File: src/rtl/vc_arb_pkg.sv
// Shared definitions for the virtual-channel arbiter: FSM encodings,
// word field positions and default configuration.
package vc_arb_pkg;

    typedef enum logic [1:0] {
        IDLE    = 2'd0,
        ACTIVE  = 2'd1,
        PAUSE   = 2'd2,
        ILLEGAL = 2'd3
    } arb_state_t;

    localparam int DEFAULT_BW         = 6;
    localparam int DEFAULT_STARVE_MAX = 4;
    localparam int DEFAULT_CW         = 3;

    // Field positions for the default word width; both are counted down from the MSB.
    localparam int CLASS_BIT = DEFAULT_BW - 1;
    localparam int DEST_BIT  = DEFAULT_BW - 2;

endpackage

File: src/rtl/vc_grant_sel.sv
// Strict-priority VC0/VC1 grant with a starvation counter that forces one
// VC1 grant after STARVE_MAX consecutive VC0 grants.
module vc_grant_sel
    import vc_arb_pkg::*;
#(
    parameter int STARVE_MAX = DEFAULT_STARVE_MAX,
    parameter int CW         = DEFAULT_CW
) (
    input  logic          clk,
    input  logic          reset_L,
    input  logic          grant_en,
    input  logic          vc0_empty,
    input  logic          vc1_empty,
    output logic          gnt0,
    output logic          gnt1,
    output logic [CW-1:0] starve_cnt
);

    localparam logic [CW-1:0] CNT_MAX = CW'(STARVE_MAX);

    logic starved;

    assign starved = (starve_cnt == CNT_MAX);

    // NOTE: every output of a combinational block gets a default first so no latch is inferred.
    always_comb begin
        gnt0 = 1'b0;
        gnt1 = 1'b0;
        if (grant_en) begin
            if (!vc0_empty && !vc1_empty && starved) begin
                gnt1 = 1'b1;
            end else if (!vc0_empty) begin
                gnt0 = 1'b1;
            end else if (!vc1_empty) begin
                gnt1 = 1'b1;
            end
        end
    end

    // NOTE: sequential state is written only with non-blocking assignments.
    always_ff @(posedge clk or negedge reset_L) begin
        if (!reset_L) begin
            starve_cnt <= '0;
        end else if (vc1_empty || gnt1) begin
            starve_cnt <= '0;
        end else if (gnt0 && !starved) begin
            starve_cnt <= starve_cnt + 1'b1;
        end
    end

endmodule

File: src/rtl/vc_arbiter.sv
// VC0/VC1 to D0/D1 arbiter: priority pops, two-stage read pipeline, steering
// on the destination bit, and pause while either destination is almost full.
// Optional grant counters are enabled with the VC_ARB_STATS_EN macro.
module vc_arbiter
    import vc_arb_pkg::*;
#(
    parameter int BW         = DEFAULT_BW,
    parameter int STARVE_MAX = DEFAULT_STARVE_MAX,
    parameter int CW         = DEFAULT_CW
) (
    input  logic          clk,
    input  logic          reset_L,
    input  logic          VC0_empty,
    input  logic          VC1_empty,
    input  logic [BW-1:0] VC0_data_out,
    input  logic [BW-1:0] VC1_data_out,
    input  logic          D0_almost_full,
    input  logic          D1_almost_full,
    output logic          VC0_rd,
    output logic          VC1_rd,
    output logic          D0_push,
    output logic          D1_push,
    output logic [BW-1:0] data_out,
    output logic [1:0]    arb_state
`ifdef VC_ARB_STATS_EN
    ,
    output logic [15:0]   VC0_grant_cnt,
    output logic [15:0]   VC1_grant_cnt
`endif
);

    // Destination bit keeps its distance from the MSB when BW is overridden.
    localparam int DEST_IDX = BW - (DEFAULT_BW - DEST_BIT);

    arb_state_t    state;
    arb_state_t    next_state;
    logic          hold;
    logic          any_ready;
    logic          grant_en;
    logic          gnt0;
    logic          gnt1;
    logic [CW-1:0] starve_cnt;
    logic          rd0_q;
    logic          rd1_q;
    logic          cap_valid;
    logic [BW-1:0] cap_word;

    assign hold      = D0_almost_full | D1_almost_full;
    assign any_ready = !VC0_empty || !VC1_empty;
    assign grant_en  = (state == ACTIVE) && !hold;

    vc_grant_sel #(
        .STARVE_MAX (STARVE_MAX),
        .CW         (CW)
    ) u_grant_sel (
        .clk        (clk),
        .reset_L    (reset_L),
        .grant_en   (grant_en),
        .vc0_empty  (VC0_empty),
        .vc1_empty  (VC1_empty),
        .gnt0       (gnt0),
        .gnt1       (gnt1),
        .starve_cnt (starve_cnt)
    );

    assign VC0_rd    = gnt0;
    assign VC1_rd    = gnt1;
    assign arb_state = state;

    always_ff @(posedge clk or negedge reset_L) begin
        if (!reset_L) begin
            state <= IDLE;
        end else begin
            state <= next_state;
        end
    end

    always_comb begin
        next_state = IDLE;
        case (state)
            IDLE: begin
                if (hold) begin
                    next_state = PAUSE;
                end else if (any_ready) begin
                    next_state = ACTIVE;
                end
            end
            ACTIVE: begin
                if (hold) begin
                    next_state = PAUSE;
                end else if (any_ready) begin
                    next_state = ACTIVE;
                end
            end
            PAUSE: begin
                // Stay paused for as long as a destination is almost full.
                if (hold) begin
                    next_state = PAUSE;
                end else if (any_ready) begin
                    next_state = ACTIVE;
                end
            end
            default: next_state = IDLE;
        endcase
    end

    // Read data arrives one cycle after the strobe; only one channel is read per cycle.
    assign cap_valid = rd0_q | rd1_q;
    assign cap_word  = rd0_q ? VC0_data_out : VC1_data_out;

    always_ff @(posedge clk or negedge reset_L) begin
        if (!reset_L) begin
            rd0_q    <= 1'b0;
            rd1_q    <= 1'b0;
            data_out <= '0;
            D0_push  <= 1'b0;
            D1_push  <= 1'b0;
        end else begin
            rd0_q   <= gnt0;
            rd1_q   <= gnt1;
            D0_push <= 1'b0;
            D1_push <= 1'b0;
            if (cap_valid) begin
                data_out <= cap_word;
                D0_push  <= !cap_word[DEST_IDX];
                D1_push  <= cap_word[DEST_IDX];
            end
        end
    end

`ifdef VC_ARB_STATS_EN
    always_ff @(posedge clk or negedge reset_L) begin
        if (!reset_L) begin
            VC0_grant_cnt <= '0;
            VC1_grant_cnt <= '0;
        end else begin
            if (gnt0) begin
                VC0_grant_cnt <= VC0_grant_cnt + 16'd1;
            end
            if (gnt1) begin
                VC1_grant_cnt <= VC1_grant_cnt + 16'd1;
            end
        end
    end
`endif

endmodule

File: config.mk
export PLATFORM = sky130hd
export DESIGN_NAME = vc_arbiter
export DESIGN_NICKNAME = d
export VERILOG_FILES = /design/src/rtl/vc_arb_pkg.sv /design/src/rtl/vc_grant_sel.sv /design/src/rtl/vc_arbiter.sv
export SDC_FILE = /design/constraint.sdc
export NUM_CORES = 1
export LEC_CHECK = 0
export BUFFER_PORTS_ARGS = -buffer_cell sky130_fd_sc_hd__buf_2
export CORE_MARGIN = 3
export CORE_UTILIZATION = 40
export CTS_BUF_LIST = sky130_fd_sc_hd__clkbuf_16
export DETAILED_ROUTE_END_ITERATION = 8
export GPL_TIMING_DRIVEN = 1
export PLACE_DENSITY = 0.74
export SETUP_SLACK_MARGIN = 0.4
export SLEW_MARGIN = 20
export SYNTH_ARGS = -nofsm -noshare
export SYNTH_HDL_FRONTEND = slang
export SYNTH_HIERARCHICAL = 1
export SYNTH_SLANG_ARGS = --single-unit
File: constraint.sdc
create_clock -name clk -period 1.5 [get_ports clk]
set_input_delay 0.225 -clock clk [delete_from_list [all_inputs] [get_ports clk]]
set_output_delay 0.225 -clock clk [all_outputs]
set_load 0.01 [all_outputs]
==> summary.md <==
| Metric | Value |
|---|---|
| Pre-CTS setup slack | `roughly 150 ps` |
| Cell type with the highest aggregate area in the netlist | `sky130_fd_sc_hd__dfrtp_1` |
| Number of synthesis warnings | `6` |
| Post-synthesis net count | `86` |
| Final weighted congestion in routability-driven placement | `0.798` |
| Dominant combinational cell family by area after synthesis | `simple AND/OR/NAND/NOR gates` |
| Gr usage total | `between 15 and 20%` |
| First drt pass iteration count | `4` |
| Worst-path cell with the longest stage delay | `sky130_fd_sc_hd__dfrtp_1` |
| Number of CTS-inserted buffers | `3` |
| Total global routing overflow | `0` |
| Worst IR drop on VDD | `between 0.6 and 0.7 mV` |
| Netlist area before placement | `697 um2` |
| Final HPWL from detailed placement | `1140 um` |
| Final Max Slew Viols | `0` |
| Clock slew at reported path FFs | `50 ps` |
| Final nets | `123` |
| Total design power | `0.00113 W` |
| Die extent in x | `between 40 and 50 um` |
| Arrival time at the worst endpoint | `1350 ps` |
| Violated checks | `setup timing` |
| Clock tree from TritonCTS | `yes` |
| Cell chain of the critical path | `inv_1 -> ha_4 -> nand2_1 -> nor2_2 -> nor3b_4 -> buf_2` |
| Adder and majority cell fraction of the synthesized area | `3.59%` |
| Core region area | `~1600 um2` |
| Count of buffer and inverter cells on the critical path | `2` |
| Final design area excluding fillers | `1050 um2` |
| Class of the most critical setup path | `reg -> out` |
| Critical Path Fanout Max | `3` |
| Via count of the first global-routing pass | `613` |
| Clk_lat worst skew | `250 ps` |
| Starting density of the core | `44.2%` |
| Avg Synthesized Cell Area | `10.6 um2` |
| Main area contributors after synthesis | `sky130_fd_sc_hd__dfrtp_1 (54%), sky130_fd_sc_hd__mux2i_1 (7.2%), sky130_fd_sc_hd__a21oi_1 (4.3%)` |
| Share of synthesized area spent on multiplexers | `7.18%` |
| Wirelength, routed | `1580 um` |
| Maximum number of buffers from clock root to sink | `2` |
| Run status | `finished, violations left` |
| CTS H-tree depth | `1` |
| Reg-to-reg setup timing slack | `230 ps` |
| Max-cap violations | `0` |
| Master cell of the clock root buffer | `sky130_fd_sc_hd__clkbuf_16` |
| Sequential fraction of the synthesis area | `53.9%` |
| Synthesized-area fraction occupied by and/or/nand/nor cells | `18.1%` |
| Rel. slew slack | `72.6%` |
| Via/cell ratio | `5.21` |
| Top-area cell type share of the netlist area | `between 50% and 60%` |
| Share of the clock period used by the worst path | `105%` |
| Pin count of the biggest net entering global routing | `16` |
| Unrepaired setup endpoints after global routing | `yes` |
| Maximum cell stage delay along the critical path | `380 ps` |
| Sink Count | `15` |
| Hold WC Path Type | `in -> reg` |
| Maximum operating frequency | `0.634 GHz` |
| Number of nets with antenna violations after detailed routing | `0` |
| Type of element capturing the critical path | `output port` |
| Least setup slack across all paths after layout | `-77.8 ps` |
| Antenna fix cells | `0` |
| Synth-to-layout area growth | `51.0%` |
| Drt wl/cell | `about 13 um` |
| Worst Tran Pin Value | `a little over 400 ps` |
| Antenna violations before repair | `0` |
| Final setup violation count | `2` |
| Number of remaining DRC errors | `0` |
| Die span in y | `47.7 um` |
| Post-synthesis cell count | `66` |
| Setup TNS Final | `-148 ps` |
| Full die area | `~2300 um2` |
| Synth unique cells | `21` |
| Post-layout minimum cycle time | `1580 ps` |
| Cell type group with the largest total delay on the critical path | `flip-flops` |
| Ports placed on the boundary | `30` |
| Power density over cell area | `1070 nW/um2` |
| Flip-flop and latch count after synthesis | `15` |
| Global-route wire length before repair | `2440 um` |
| Required time of the critical path | `1270 ps` |
| Violation count after the first detailed-route iteration | `2` |
| Final core occ | `66.7%` |
| Fraction of the mapped netlist area in compound gates | `12.9%` |
| Hold Fails Final Rpt | `0` |
| Cell row count | `14` |
| Sort of element at the start of the critical path | `register` |
| Placed inst area | `903 um2` |
| Post-route clock skew | `2.53 ps` |
| Total via count after detailed routing | `615` |
| Leak pwr | `0.490 nW` |
| Layout cell share with drive strength beyond 1 | `47.1%` |
| # port buffers | `29` |
| Xor-xnor portion of the synthesized cell area | `0%` |
## registers in the layout, summed over array words and instances, names as in the netlist
register / cells
D0_push: 1
rd0_q: 1
rd1_q: 1
data_out: 6
arb_state: 2
u_grant_sel/starve_cnt: 3
D1_push: 1
## worst paths after layout
check	from	end	cells after the start
min in group asynchronous	reset_L	data_out[1]$_DFFE_PN0P_	2
setup reg to reg	u_grant_sel/starve_cnt[1]$_DFFE_PN0P_	u_grant_sel/starve_cnt[2]$_DFFE_PN0P_	5
setup / recovery	u_grant_sel/starve_cnt[1]$_DFFE_PN0P_	VC0_rd	6
hold reg to reg	arb_state[0]$_DFF_PN0_	arb_state[1]$_DFF_PN0_	1
max in group asynchronous	reset_L	arb_state[1]$_DFF_PN0_	2
hold / removal	VC0_data_out[5]	data_out[5]$_DFFE_PN0P_	3
## through the flow
stage                     hold WS, ps  instances
after detailed placement          146        110
after floorplan                 -70.6         66
after global routing              205        118
after global placement            146        110
final                             196        118
after CTS                         192        116
## tightest hold or removal path: stages
cell and delay, ps:
sky130_fd_sc_hd__buf_2 80, sky130_fd_sc_hd__nand2_1 40, sky130_fd_sc_hd__o21ai_1 60
## per-layer routing
layer  routed length [um]  global-route usage (%)
met3                  140                    7.14
met5                    0                       0
met2                  792                    27.4
met4                   48                    10.2
met1                  601                    16.4
## layout by cell type, fill, tap and decap left out, types with 2 or more instances in the layout
master                      count
sky130_fd_sc_hd__buf_2         28
sky130_fd_sc_hd__dfrtp_1       14
sky130_fd_sc_hd__nand2_1        8
sky130_fd_sc_hd__a21oi_1        5
sky130_fd_sc_hd__mux2i_1        5
sky130_fd_sc_hd__o21ai_1        5
sky130_fd_sc_hd__buf_4          4
sky130_fd_sc_hd__nor2_1         3
sky130_fd_sc_hd__inv_1          3
sky130_fd_sc_hd__clkbuf_16      3
sky130_fd_sc_hd__nor4b_4        2
sky130_fd_sc_hd__nand2b_1       2
sky130_fd_sc_hd__a31oi_1        2
sky130_fd_sc_hd__nor3b_4        2
sky130_fd_sc_hd__nand3_1        2
## cell type report
type	count	area, um2
Clock buffer	3	75.1
Inverter	3	11.3
Fill cell	134	524
Tap cell	16	20.0
Multi-Input combinational cell	46	374
Timing Repair Buffer	34	191
Clock inverter	1	3.75
Sequential cell	15	377
## logic make-up after synthesis
logic type | count (synthesis)
and+or+nand+nor | 23
adders and majority gates | 2
DFF | 15
muxes | 5
AOI/OAI and AO/OA | 16
buffers and inverters | 5
## cells in the mapped netlist, drive strengths merged
| library cell | number |
|---|---|
| or2b | 1 |
| dfrtp | 15 |
| mux2i | 5 |
| o21ai | 6 |
| a21oi | 6 |
| nor2b | 1 |
| nor2 | 4 |
| nand3 | 2 |
| nand2b | 3 |
| a31oi | 2 |
| nor4b | 2 |
| buf | 2 |
| nand2 | 8 |
| nor3b | 2 |
| a21o | 1 |
| inv | 3 |
| ha | 2 |
| a211o | 1 |
## where the power goes
group          switching (W)  internal (W)
logic              0.0000817     0.0000758
registers          0.0000198      0.000444
clock network       0.000153      0.000352
total               0.000254      0.000872
## repair_timing
action,4_1_cts,5_1_grt
hold endpoints to repair,15,0
gates cloned,0,0
pin swaps,0,0
gates resized for setup,4,3
buffers inserted,1,2
hold buffers,1,0
setup endpoints to repair,6,6
Power figures use the tool's default switching activity.
